$ cat config.mk
export PLATFORM = sky130hd
export DESIGN_NAME = rr_arb8_ctrl
export DESIGN_NICKNAME = d
export VERILOG_FILES = /design/src/rtl/arb_pkg.sv /design/src/rtl/onehot_dec3.sv /design/src/rtl/rr_arb8_ctrl.sv
export SDC_FILE = /design/constraint.sdc
export NUM_CORES = 1
export LEC_CHECK = 0
export BUFFER_PORTS_ARGS = -buffer_cell sky130_fd_sc_hd__buf_2
export CORE_MARGIN = 3
export CORE_UTILIZATION = 45
export DETAILED_ROUTE_END_ITERATION = 7
export PLACE_DENSITY = 0.72
export SKIP_LAST_GASP = 1
export SYNTH_ARGS = -nofsm -noshare
export SYNTH_HDL_FRONTEND = slang
export SYNTH_SLANG_ARGS = --single-unit
$ cat constraint.sdc
create_clock -name clk -period 3.6 [get_ports clk]
set_input_delay 0.72 -clock clk [delete_from_list [all_inputs] [get_ports clk]]
set_output_delay 0.72 -clock clk [all_outputs]
set_load 0.02 [all_outputs]
$ cat src/rtl/arb_pkg.sv
// Shared constants, state type and round-robin search for rr_arb8_ctrl.
// Search order starts just after the last winner and wraps.
package arb_pkg;

  localparam int N_REQ = 8;
  localparam int IDX_W = 3;
  localparam int CNT_W = 8;

  typedef enum logic [0:0] {
    IDLE,
    GRANT
  } state_t;

  // Returns {found, idx}; ptr+1 has highest priority, ptr itself lowest.
  function automatic logic [IDX_W:0] next_rr(
    input logic [N_REQ-1:0] req,
    input logic [IDX_W-1:0] ptr,
    input logic [N_REQ-1:0] excl
  );
    logic [N_REQ-1:0] cand;
    logic [IDX_W:0]   res;
    logic [IDX_W-1:0] k;
    cand = req & ~excl;
    res  = '0;
    for (int i = N_REQ; i >= 1; i--) begin
      k = ptr + i[IDX_W-1:0];
      if (cand[k]) res = {1'b1, k};
    end
    return res;
  endfunction

endpackage

$ cat src/rtl/onehot_dec3.sv
// 3-to-8 one-hot decoder with enable.
// Output is all zero when en is low.
module onehot_dec3 (
  input  logic [2:0] in,
  input  logic       en,
  output logic [7:0] out
);

  assign out = en ? (8'h01 << in) : 8'h00;

endmodule

$ cat src/rtl/rr_arb8_ctrl.sv
// Eight-way round-robin arbiter with grant held until release.
// Optional forced release after MAX_HOLD cycles: define RR_TIMEOUT_EN.
module rr_arb8_ctrl
  import arb_pkg::*;
#(
  parameter int MAX_HOLD = 16
) (
  input  logic       clk,
  input  logic       rst,
  input  logic [7:0] req,
  output logic [7:0] gnt,
  output logic [2:0] gnt_idx,
  output logic       gnt_vld,
  output logic       to_pulse
);

  localparam logic [CNT_W-1:0] HOLD_LIM = CNT_W'(MAX_HOLD - 1);

  state_t           state;
  logic [IDX_W-1:0] ptr;
  logic [N_REQ-1:0] excl;
  logic [IDX_W:0]   pick;
  logic             found;
  logic [IDX_W-1:0] win;

  always_comb begin
    excl = '0;
    if (state == GRANT) excl[gnt_idx] = 1'b1;
  end

  assign pick  = next_rr(req, ptr, excl);
  assign found = pick[IDX_W];
  assign win   = pick[IDX_W-1:0];

  assign gnt_vld = (state == GRANT);

  onehot_dec3 u_dec (
    .in  (gnt_idx),
    .en  (gnt_vld),
    .out (gnt)
  );

`ifdef RR_TIMEOUT_EN
  logic [CNT_W-1:0] cnt;
  logic             to_r;
  assign to_pulse = to_r;
`else
  logic unused_hold;
  assign unused_hold = ^HOLD_LIM;
  assign to_pulse    = 1'b0;
`endif

  always_ff @(posedge clk) begin
    if (rst) begin
      state   <= IDLE;
      gnt_idx <= '0;
      ptr     <= 3'd7;
`ifdef RR_TIMEOUT_EN
      cnt     <= '0;
      to_r    <= 1'b0;
`endif
    end else begin
`ifdef RR_TIMEOUT_EN
      to_r <= 1'b0;
`endif
      case (state)
        IDLE: begin
          if (found) begin
            state   <= GRANT;
            gnt_idx <= win;
            ptr     <= win;
`ifdef RR_TIMEOUT_EN
            cnt     <= '0;
`endif
          end
        end
        GRANT: begin
          if (!req[gnt_idx]) begin
            if (found) begin
              gnt_idx <= win;
              ptr     <= win;
            end else begin
              state <= IDLE;
            end
`ifdef RR_TIMEOUT_EN
            cnt <= '0;
`endif
          end
`ifdef RR_TIMEOUT_EN
          else if (cnt == HOLD_LIM) begin
            // Forced release; a lone requester keeps its index.
            to_r <= 1'b1;
            cnt  <= '0;
            if (found) begin
              gnt_idx <= win;
              ptr     <= win;
            end
          end else if (cnt != '1) begin
            cnt <= cnt + 1'b1;
          end
`endif
        end
        default: state <= IDLE;
      endcase
    end
  end

endmodule

==> results of run 1 <==
## worst max-delay path, stage by stage, from the launching register on
cell and delay [ns]:
dfxtp_1 0.64, inv_1 0.12, ha_1 0.32, xnor2_1 0.32, mux4_2 0.57, mux2i_4 0.23, o211ai_2 0.12, a31oi_2 0.28
nand3_1 0.15, a311oi_1 0.29
## worst max path at each step
stage / startpoint / end / slack [ns] / depth (start not counted)
3_3_place_gp: ptr[1] / gnt_idx[2] / 0.63 / 9
3_5_place_dp: ptr[1] / gnt_idx[0] / 0.47 / 9
5_1_grt: ptr[1] / gnt_idx[0] / 0.13 / 9
6_report: ptr[1] / gnt_idx[0] / 0.46 / 9
2_1_floorplan: ptr[0] / gnt_idx[0] / 0.56 / 12
4_1_cts: ptr[1] / gnt_idx[0] / 0.45 / 9
## cell families (layout without fill, tap and decap cells)
family,Yosys count,after routing,share of synthesized area
AND/OR/NAND/NOR,55,55,0.1884
AO/OA/AOI/OAI,44,44,0.1962
multiplexers,31,31,0.4128
buffers and inverters,26,44,0.07506
flip-flops,7,7,0.08757
XOR/XNOR,4,4,0.02190
adder cells (fa/ha/maj),2,2,0.01563
other,1,1,0.002343
## state kept, by name, indices dropped and copies added (netlist names)
register,cells
gnt_idx,3
gnt_vld,1
ptr,3
## routing by layer
layer	share of wire	track usage	vias to the layer above	routed length, µm
li1	-	-	715	-
met1	0.38	0.3330	780	1780
met2	0.49	0.3579	122	2327
met3	0.11	0.04615	16	516
met4	0.017	0.08031	0	79
met5	0	0	-	0
## layout by cell type, fill, tap and decap left out, types with 2 or more instances in the layout
| master | n |
|---|---|
| o211ai_1 | 3 |
| mux2i_1 | 3 |
| clkbuf_4 | 3 |
| nor2_1 | 4 |
| o22a_1 | 2 |
| a22oi_1 | 2 |
| buf_4 | 6 |
| o31a_1 | 2 |
| a311oi_1 | 2 |
| dfxtp_1 | 7 |
| inv_1 | 11 |
| nor3_1 | 3 |
| nand4b_1 | 3 |
| mux2i_4 | 2 |
| mux4_2 | 22 |
| nand2_1 | 18 |
| a211oi_1 | 2 |
| xnor2_1 | 3 |
| inv_2 | 2 |
| a21oi_1 | 15 |
| o21ai_0 | 3 |
| buf_2 | 21 |
| o31ai_1 | 2 |
| nand4_1 | 2 |
| and2_1 | 5 |
| nand3_1 | 11 |
| o221ai_1 | 2 |
| mux4_1 | 3 |
| ha_1 | 2 |
## area by class of cell
type                       count  area (µm²)
tap                           46       57.56
clock buffer                   4       26.28
multi-input combinational    137        1340
sequential                     7       140.1
fill                         303        1627
inverter                      13       48.80
timing repair buffer          27       150.1
## power by group through the flow
stage / clock network, mW / registers, mW / logic, mW
6_report: 0.0694 / 0.168 / 1.46
5_1_grt: 0.0765 / 0.177 / 1.58
4_1_cts: 0.0734 / 0.168 / 1.44
3_5_place_dp: 0 / 0.170 / 1.43
3_3_place_gp: 0 / 0.167 / 1.39
2_1_floorplan: 0 / 0.142 / 1.17
## stage by stage
stage	area [µm²]	power, mW	utilization	setup WS, ns	hold slack [ns]
finish	1763	1.698	0.5201	0.4638	0.6479
global placement	1737	1.562	0.5124	0.6288	0.6066
detailed placement	1737	1.599	0.5124	0.4688	0.6254
CTS	1763	1.678	0.5201	0.4530	0.6343
global route	1763	1.829	0.5201	0.1294	0.6843
floorplan	1600	1.316	-	0.5600	0.6991
==> results.yml, run 1 <==
clock_tree:
  postCtsSetupRepairBufs: 0
  clock_latency_ns: 0.25
  cts.repair.resized: 0
  cts_tree: "built"
  htreeDepth: 1
  cts_hold_buf: 0
  cts_sinks: 7
  numCtsBuffers: 3
  clockBufferDepth: 2
  clockRootBuffer: "clkbuf_4"
  clkTransAtPathRegs_ns: 0.05
setup_path:
  crit_type: "reg2reg"
  worst-endpoint-required_ns: 3.75
  end_kind: "flip-flop"
  rrSetupSlack_ns: 0.46
  reg2reg_depth: 9
  path_max_fanout: 12
  startpoint_type: "flip-flop"
  critical_path_arrival_ns: 3.29
  r2r_end: "gnt_idx[0]"
  reg2reg_from: "ptr[1]"
detailed_routing:
  antenna_left: 0
  wl_per_cell_um: 20.10
  first_iter_violations: 211
  drc: 0
  wirelength_mm: 4.703
  first_pass_iters: 4
  num_vias: 1633
  vias_per_cell: 6.979
pwr:
  p_int_mw: 0.8334
  p_leak_nw: 0.7280
  pwr-share-clk: 0.041
  p_sw_mw: 0.8646
  power_frac_comb: 0.860
  pwr-share-seq: 0.099
  ir_worst_vdd_mv: 0.5049
  netSwitchingFraction: 0.5092
  p_per_area_nw_per_um2: 963.1
global_routing:
  grt_pass1_vias: 1614
  grt_pass1_wl_mm: 7.914
  grt_max_degree: 18
  antenna_found_initial: 0
  track_usage: 0.2355
  grt-ovfl-total: 0
placed_design:
  io_buffers: 21
  dp.cells: 230
  gp_congestion: 0.8680
  dp_hpwl_mm: 3.502
synth:
  synth-seq-cells: 7
  synth_edf_count: 0
  synth.most_common_cell: "mux4_2"
  synthArstFlopShare: 0
  ys_seq_area_frac: 0.08757
  synth-main-ff-cell: "dfxtp_1"
  yosys_warnings: 0
  synthCells: 170
  syn_area_um2: 1600
  postSynthNetCount: 182
  synth_top_area_cell: "mux4_2"
  synthTopCellsByArea: "mux4_2, dfxtp_1, mux4_1, a21oi_1, nand2_1"
  synth_area_per_cell_um2: 9.413
  yosysTopAreaCellShare: 0.3096
  synth_common_cells: "mux4_2, nand2_1, a21oi_1, inv_1, nand3_1"
  ys_types: 52
sta:
  final-setup-viol-count: 0
  setup_tns_ns: 0
  rsz0062_at_grt: "no"
  hold_viol_final: 0
  finClkSkew_ns: 0.002469
  max_slew_margin: 0.5102
  tightestPinTransition_ns: 0.7285
  drv_slew: 0
  fin_crit_sh: 0.8712
  layout_min_cycle_time_ns: 3.136
  fmax_mhz: 318.9
floorplanning:
  die_h_um: 65.64
  die_x_um: 65.64
  num_rows: 21
  start_util: 0.4721
  fp.coreArea_um2: 3390
  die-area_um2: 4308
  ios: 23
cells_and_area:
  drive_gt1_frac: 0.3404
  fin_nets: 201
  layout.cells.non_filler: 234
  num_antenna_cells: 0
  syn_to_final_growth_pct: 10.16
run:
  maxCapViolations: 0
status:
  status: "complete, no violations"
hold_path:
  worstHoldPathCells: 2
  hp-class: "reg2reg"
  min_to: "gnt_vld"
  min_from: "gnt_vld"
Note: power is estimated with default switching activity, not from simulation.
==> inputs of run 2 (changes only) <==
Settings changed: ABC_AREA from default to 1, PLACE_DENSITY 0.72 to 0.75, REMOVE_ABC_BUFFERS from default to 1.
==> results.yml, run 2 <==
clock_tree:
  cts_tree: "built"
  cts_hold_buf: 0
  clockBufferDepth: 2
  clockRootBuffer: "clkbuf_4"
  clkTransAtPathRegs_ns: 0.06
  cts_sinks: 7
  numCtsBuffers: 3
  clock_latency_ns: 0.26
  postCtsSetupRepairBufs: 0
  cts.repair.resized: 0
  htreeDepth: 1
setup_path:
  r2r_end: "ptr[2]"
  end_kind: "flip-flop"
  crit_end: "ptr[2]"
  critical_path_arrival_ns: 2.61
  worst-endpoint-required_ns: 3.72
  path_max_fanout: 12
  reg2reg_depth: 14
  startpoint_type: "flip-flop"
  cp-startpoint: "ptr[0]"
  reg2reg_from: "ptr[0]"
  rrSetupSlack_ns: 1.11
  crit_type: "reg2reg"
sta:
  hold_viol_final: 0
  final-setup-viol-count: 0
  fin_crit_sh: 0.6921
  finClkSkew_ns: 0.01222
  setup_tns_ns: 0
  drv_slew: 0
  rsz0062_at_grt: "no"
  fmax_mhz: 401.3
  layout_min_cycle_time_ns: 2.492
synth:
  synthArstFlopShare: 0
  synth_common_cells: "nand3_1, nand2_1, inv_1, inv_2, nand3_2"
  synth-main-ff-cell: "dfxtp_1"
  yosys_warnings: 0
  ys_seq_area_frac: 0.1264
  synth_area_per_cell_um2: 5.865
  synth-seq-cells: 7
  synth_edf_count: 0
  synth_top_area_cell: "nand3_1"
  synthTopCellsByArea: "nand3_1, nand2_1, dfxtp_1, nand3_2, inv_1"
  synthCells: 189
  syn_area_um2: 1109
  synth.most_common_cell: "nand3_1"
  ys_types: 30
  yosysTopAreaCellShare: 0.2032
placed_design:
  gp_congestion: 0.9764
  dp_hpwl_mm: 2.604
  io_buffers: 21
  dp.cells: 233
pwr:
  ir_worst_vdd_mv: 0.6638
  p_per_area_nw_per_um2: 1201
  totalPowerFinal_mw: 1.500
  p_leak_nw: 0.7163
hold_path:
  worstHoldPathCells: 2
  min_from: "gnt_idx[1]"
  hp-class: "reg2reg"
global_routing:
  track_usage: 0.2079
  grt_pass1_vias: 1202
  grt-ovfl-total: 0
  grt_pass1_wl_mm: 5.299
  antenna_found_initial: 0
  grt_max_degree: 13
floorplanning:
  num_rows: 17
  fp.coreArea_um2: 2276
  ios: 23
  start_util: 0.4871
  die_h_um: 55.64
  die_x_um: 55.64
  die-area_um2: 3095
cells_and_area:
  layout_commonest_cell: "nand3_1"
  layout.cells.non_filler: 237
  utilization: 0.5487
  fin_nets: 222
  num_antenna_cells: 0
  layout_common_cells: "nand3_1, nand2_1, buf_2"
  syn_to_final_growth_pct: 12.64
  drive_gt1_frac: 0.2871
detailed_routing:
  antenna_left: 0
  wl_per_cell_um: 13.26
  first_pass_iters: 4
  drc: 0
  first_iter_violations: 64
  num_vias: 1314
  wirelength_mm: 3.142
  vias_per_cell: 5.544
run:
  maxCapViolations: 0
status:
  status: "complete, no violations"
## run 2: cell types whose count changed in the layout (fill, tap and decap cells not counted), sizes merged, moves of 6 or more
cell and change:
a21oi -7, and2 -6, inv +15, mux4 -25
nand2 +33, nand3 +43, nor2 +8
## run 2: kinds of logic (layout without fill, tap and decap cells)
logic type,count (synthesis),count (layout),share of synthesized area
AOI/OAI and AO/OA,21,21,0.1128
and+or+nand+nor,121,121,0.5779
adders and majority gates,2,2,0.02257
DFF,7,7,0.1264
buffers and inverters,34,54,0.1264
xor gates and xnor gates,3,3,0.03048
other,1,1,0.003383
## run 2: layer usage
layer / wire (µm) / up-vias / track usage
li1: - / 666 / -
met1: 1358 / 582 / 0.2827
met2: 1462 / 60 / 0.3294
met3: 265 / 6 / 0.03480
met4: 57 / 0 / 0.07292
met5: 0 / - / 0
## run 2: stage by stage
stage          setup WS [ns]  hold WS, ns  area [µm²]
6_report               1.108       0.5810        1249
5_1_grt               0.8297       0.6196        1249
4_1_cts                1.124       0.5805        1249
3_5_place_dp           1.145       0.5701        1221
3_3_place_gp           1.210       0.5580        1221
2_1_floorplan          1.465       0.5875        1074
## run 2: cell type report
cell class / instances / area, µm²
clock buffer: 3 / 22.52
timing repair buffer: 22 / 112.6
clock inverter: 1 / 5.005
sequential: 7 / 140.1
tap: 28 / 35.03
fill: 216 / 1027
multi-input combinational: 148 / 828.3
inverter: 28 / 105.1
## run 2: how the worst min path moves through the flow
stage,end
after detailed placement,gnt_idx[2]
after floorplan,gnt_idx[2]
after CTS,gnt_idx[1]
final,gnt_idx[1]
after global placement,gnt_idx[2]
after global routing,gnt_idx[2]
## run 2: critical path, cell delays in order (launching register included)
cell	delay (ns)
dfxtp_1	0.57
inv_2	0.18
ha_1	0.43
inv_1	0.16
nand3_1	0.15
nand3_1	0.13
nand2_2	0.08
inv_2	0.09
nand3_4	0.07
nor2_4	0.11
nand2_2	0.08
nand2_4	0.08
nor2_1	0.04
nand2_1	0.08
o211ai_1	0.09
## run 2: where the power goes
part	switching, mW	internal (mW)
clock network	0.0320	0.0407
registers	0.0561	0.108
logic	0.827	0.436
==> inputs of run 3 (changes only) <==
Clock period 3.6 ns to 2.6 ns, I/O delays scaled along.
==> results.yml, run 3 (synthesized netlist as in run 2, its figures left out) <==
hold_path:
  hp-class: "in2reg"
  worstHoldPathCells: 2
detailed_routing:
  first_pass_iters: 4
  first_iter_violations: 61
  wl_per_cell_um: 12.81
  vias_per_cell: 5.479
  num_vias: 1304
  drc: 0
  wirelength_mm: 3.049
  antenna_left: 0
setup_path:
  worstPathCellList: "inv_2 -> ha_1 -> inv_1 -> nand3_1 -> nand3_1 -> nand2_2 -> inv_2 -> nand3_4 -> nor2_4 -> nand2_2 -> nand2_4 -> inv_2 -> nand3_2 -> o211ai_1"
  path_max_fanout: 10
  reg2reg_depth: 14
  startpoint_type: "flip-flop"
  cp.depth: 14
  max_stage_delay_ns: 0.41
  worst-endpoint-required_ns: 2.73
  critical_path_arrival_ns: 2.32
  crit_type: "reg2reg"
  rrSetupSlack_ns: 0.41
  end_kind: "flip-flop"
  cp_slowest_cell: "ha_1"
  cp_num_buf_inv: 4
  crit_family: "simple AND/OR/NAND/NOR gates"
  crit_top_cell: "inv_2"
global_routing:
  grt_pass1_wl_mm: 5.223
  antenna_found_initial: 0
  track_usage: 0.2036
  grt_use_met3: 0.01856
  grt_max_degree: 12
  met1_usage: 0.2616
  grt_pass1_vias: 1239
  top_usage_layer: "met2"
  use_met2: 0.3530
  grt-ovfl-total: 0
sta:
  finClkSkew_ns: 0.0009429
  fin_crit_sh: 0.8426
  whs_ns: 0.5051
  setup_tns_ns: 0
  final-setup-viol-count: 0
  hold_viol_final: 0
  fmax_mhz: 456.5
  rsz0062_at_grt: "no"
  layout_min_cycle_time_ns: 2.191
  drv_slew: 0
pwr:
  pwr-share-clk: 0.047
  p_per_area_nw_per_um2: 1641
  pwr-share-seq: 0.103
  p_leak_nw: 0.7180
  ir_worst_vdd_mv: 1.033
  netSwitchingFraction: 0.6013
  power_frac_comb: 0.850
  totalPowerFinal_mw: 2.059
  p_int_mw: 0.8212
  p_sw_mw: 1.238
cells_and_area:
  num_antenna_cells: 0
  layout_common_cells: "nand3_1, nand2_1, buf_2"
  syn_to_final_growth_pct: 13.21
  design_area_um2: 1255
  fillers: 227
  multiInputGateArea_um2: 828.3
  fin_nets: 223
  seqCellArea_um2: 140.1
  drive_gt1_frac: 0.2857
  layout_commonest_cell: "nand3_1"
placed_design:
  io_buffers: 21
  gp_congestion: 0.9593
  dp_hpwl_mm: 2.582
  placed_cell_area_um2: 1229
floorplanning:
  die_h_um: 55.64
  fp.coreArea_um2: 2276
  die_x_um: 55.64
  ios: 23
  die-area_um2: 3095
  num_rows: 17
  start_util: 0.4871
clock_tree:
  cts_tree: "built"
  numCtsBuffers: 3
  clockBufferDepth: 2
  htreeDepth: 1
  clock_latency_ns: 0.25
  cts.repair.resized: 0
  postCtsSetupRepairBufs: 0
  clockRootBuffer: "clkbuf_4"
  cts_sinks: 7
  clkTransAtPathRegs_ns: 0.05
  cts_hold_buf: 0
status:
  status: "complete, no violations"
run:
  maxCapViolations: 0
-- run 3: cell types whose count changed in the layout (fill, tap and decap cells not counted), sizes merged --
cell	previous run	this run
buf	22	23
clkbuf	3	4
clkinv	1	0
-- run 3: cell type report --
cell class / count / share of cell area
multi-input combinational: 148 / 0.6600
sequential: 7 / 0.1117
timing repair buffer: 23 / 0.09571
inverter: 28 / 0.08375
tap: 28 / 0.02792
clock buffer: 4 / 0.02094
-- run 3: final timing paths --
path / start / endpoint
worst min-delay path: rst / gnt_idx[1]
worst max-delay path: ptr[0] / ptr[0]
worst max register to register: ptr[0] / ptr[0]
worst min register to register: gnt_idx[2] / gnt_idx[2]
-- run 3: metal layers --
layer	vias to the layer above	share of wire
li1	664	-
met1	581	0.43
met2	57	0.48
met3	2	0.074
met4	0	0.0085
met5	-	0
-- run 3: power groups by stage --
stage	logic, mW	registers (mW)	clock network (mW)
2_1_floorplan	1.36	0.243	0
3_3_place_gp	1.72	0.210	0
3_5_place_dp	1.74	0.213	0
4_1_cts	1.74	0.211	0.102
5_1_grt	1.96	0.219	0.104
6_report	1.75	0.213	0.0968
-- run 3: metrics by stage --
step                      setup WS [ns]  utilization  instances
after floorplan                  0.4651            -        183
after global placement           0.4875       0.5399        234
after detailed placement         0.4375       0.5399        234
after CTS                        0.4101       0.5514        238
after global routing             0.1720       0.5514        238
final                            0.4093       0.5514        238
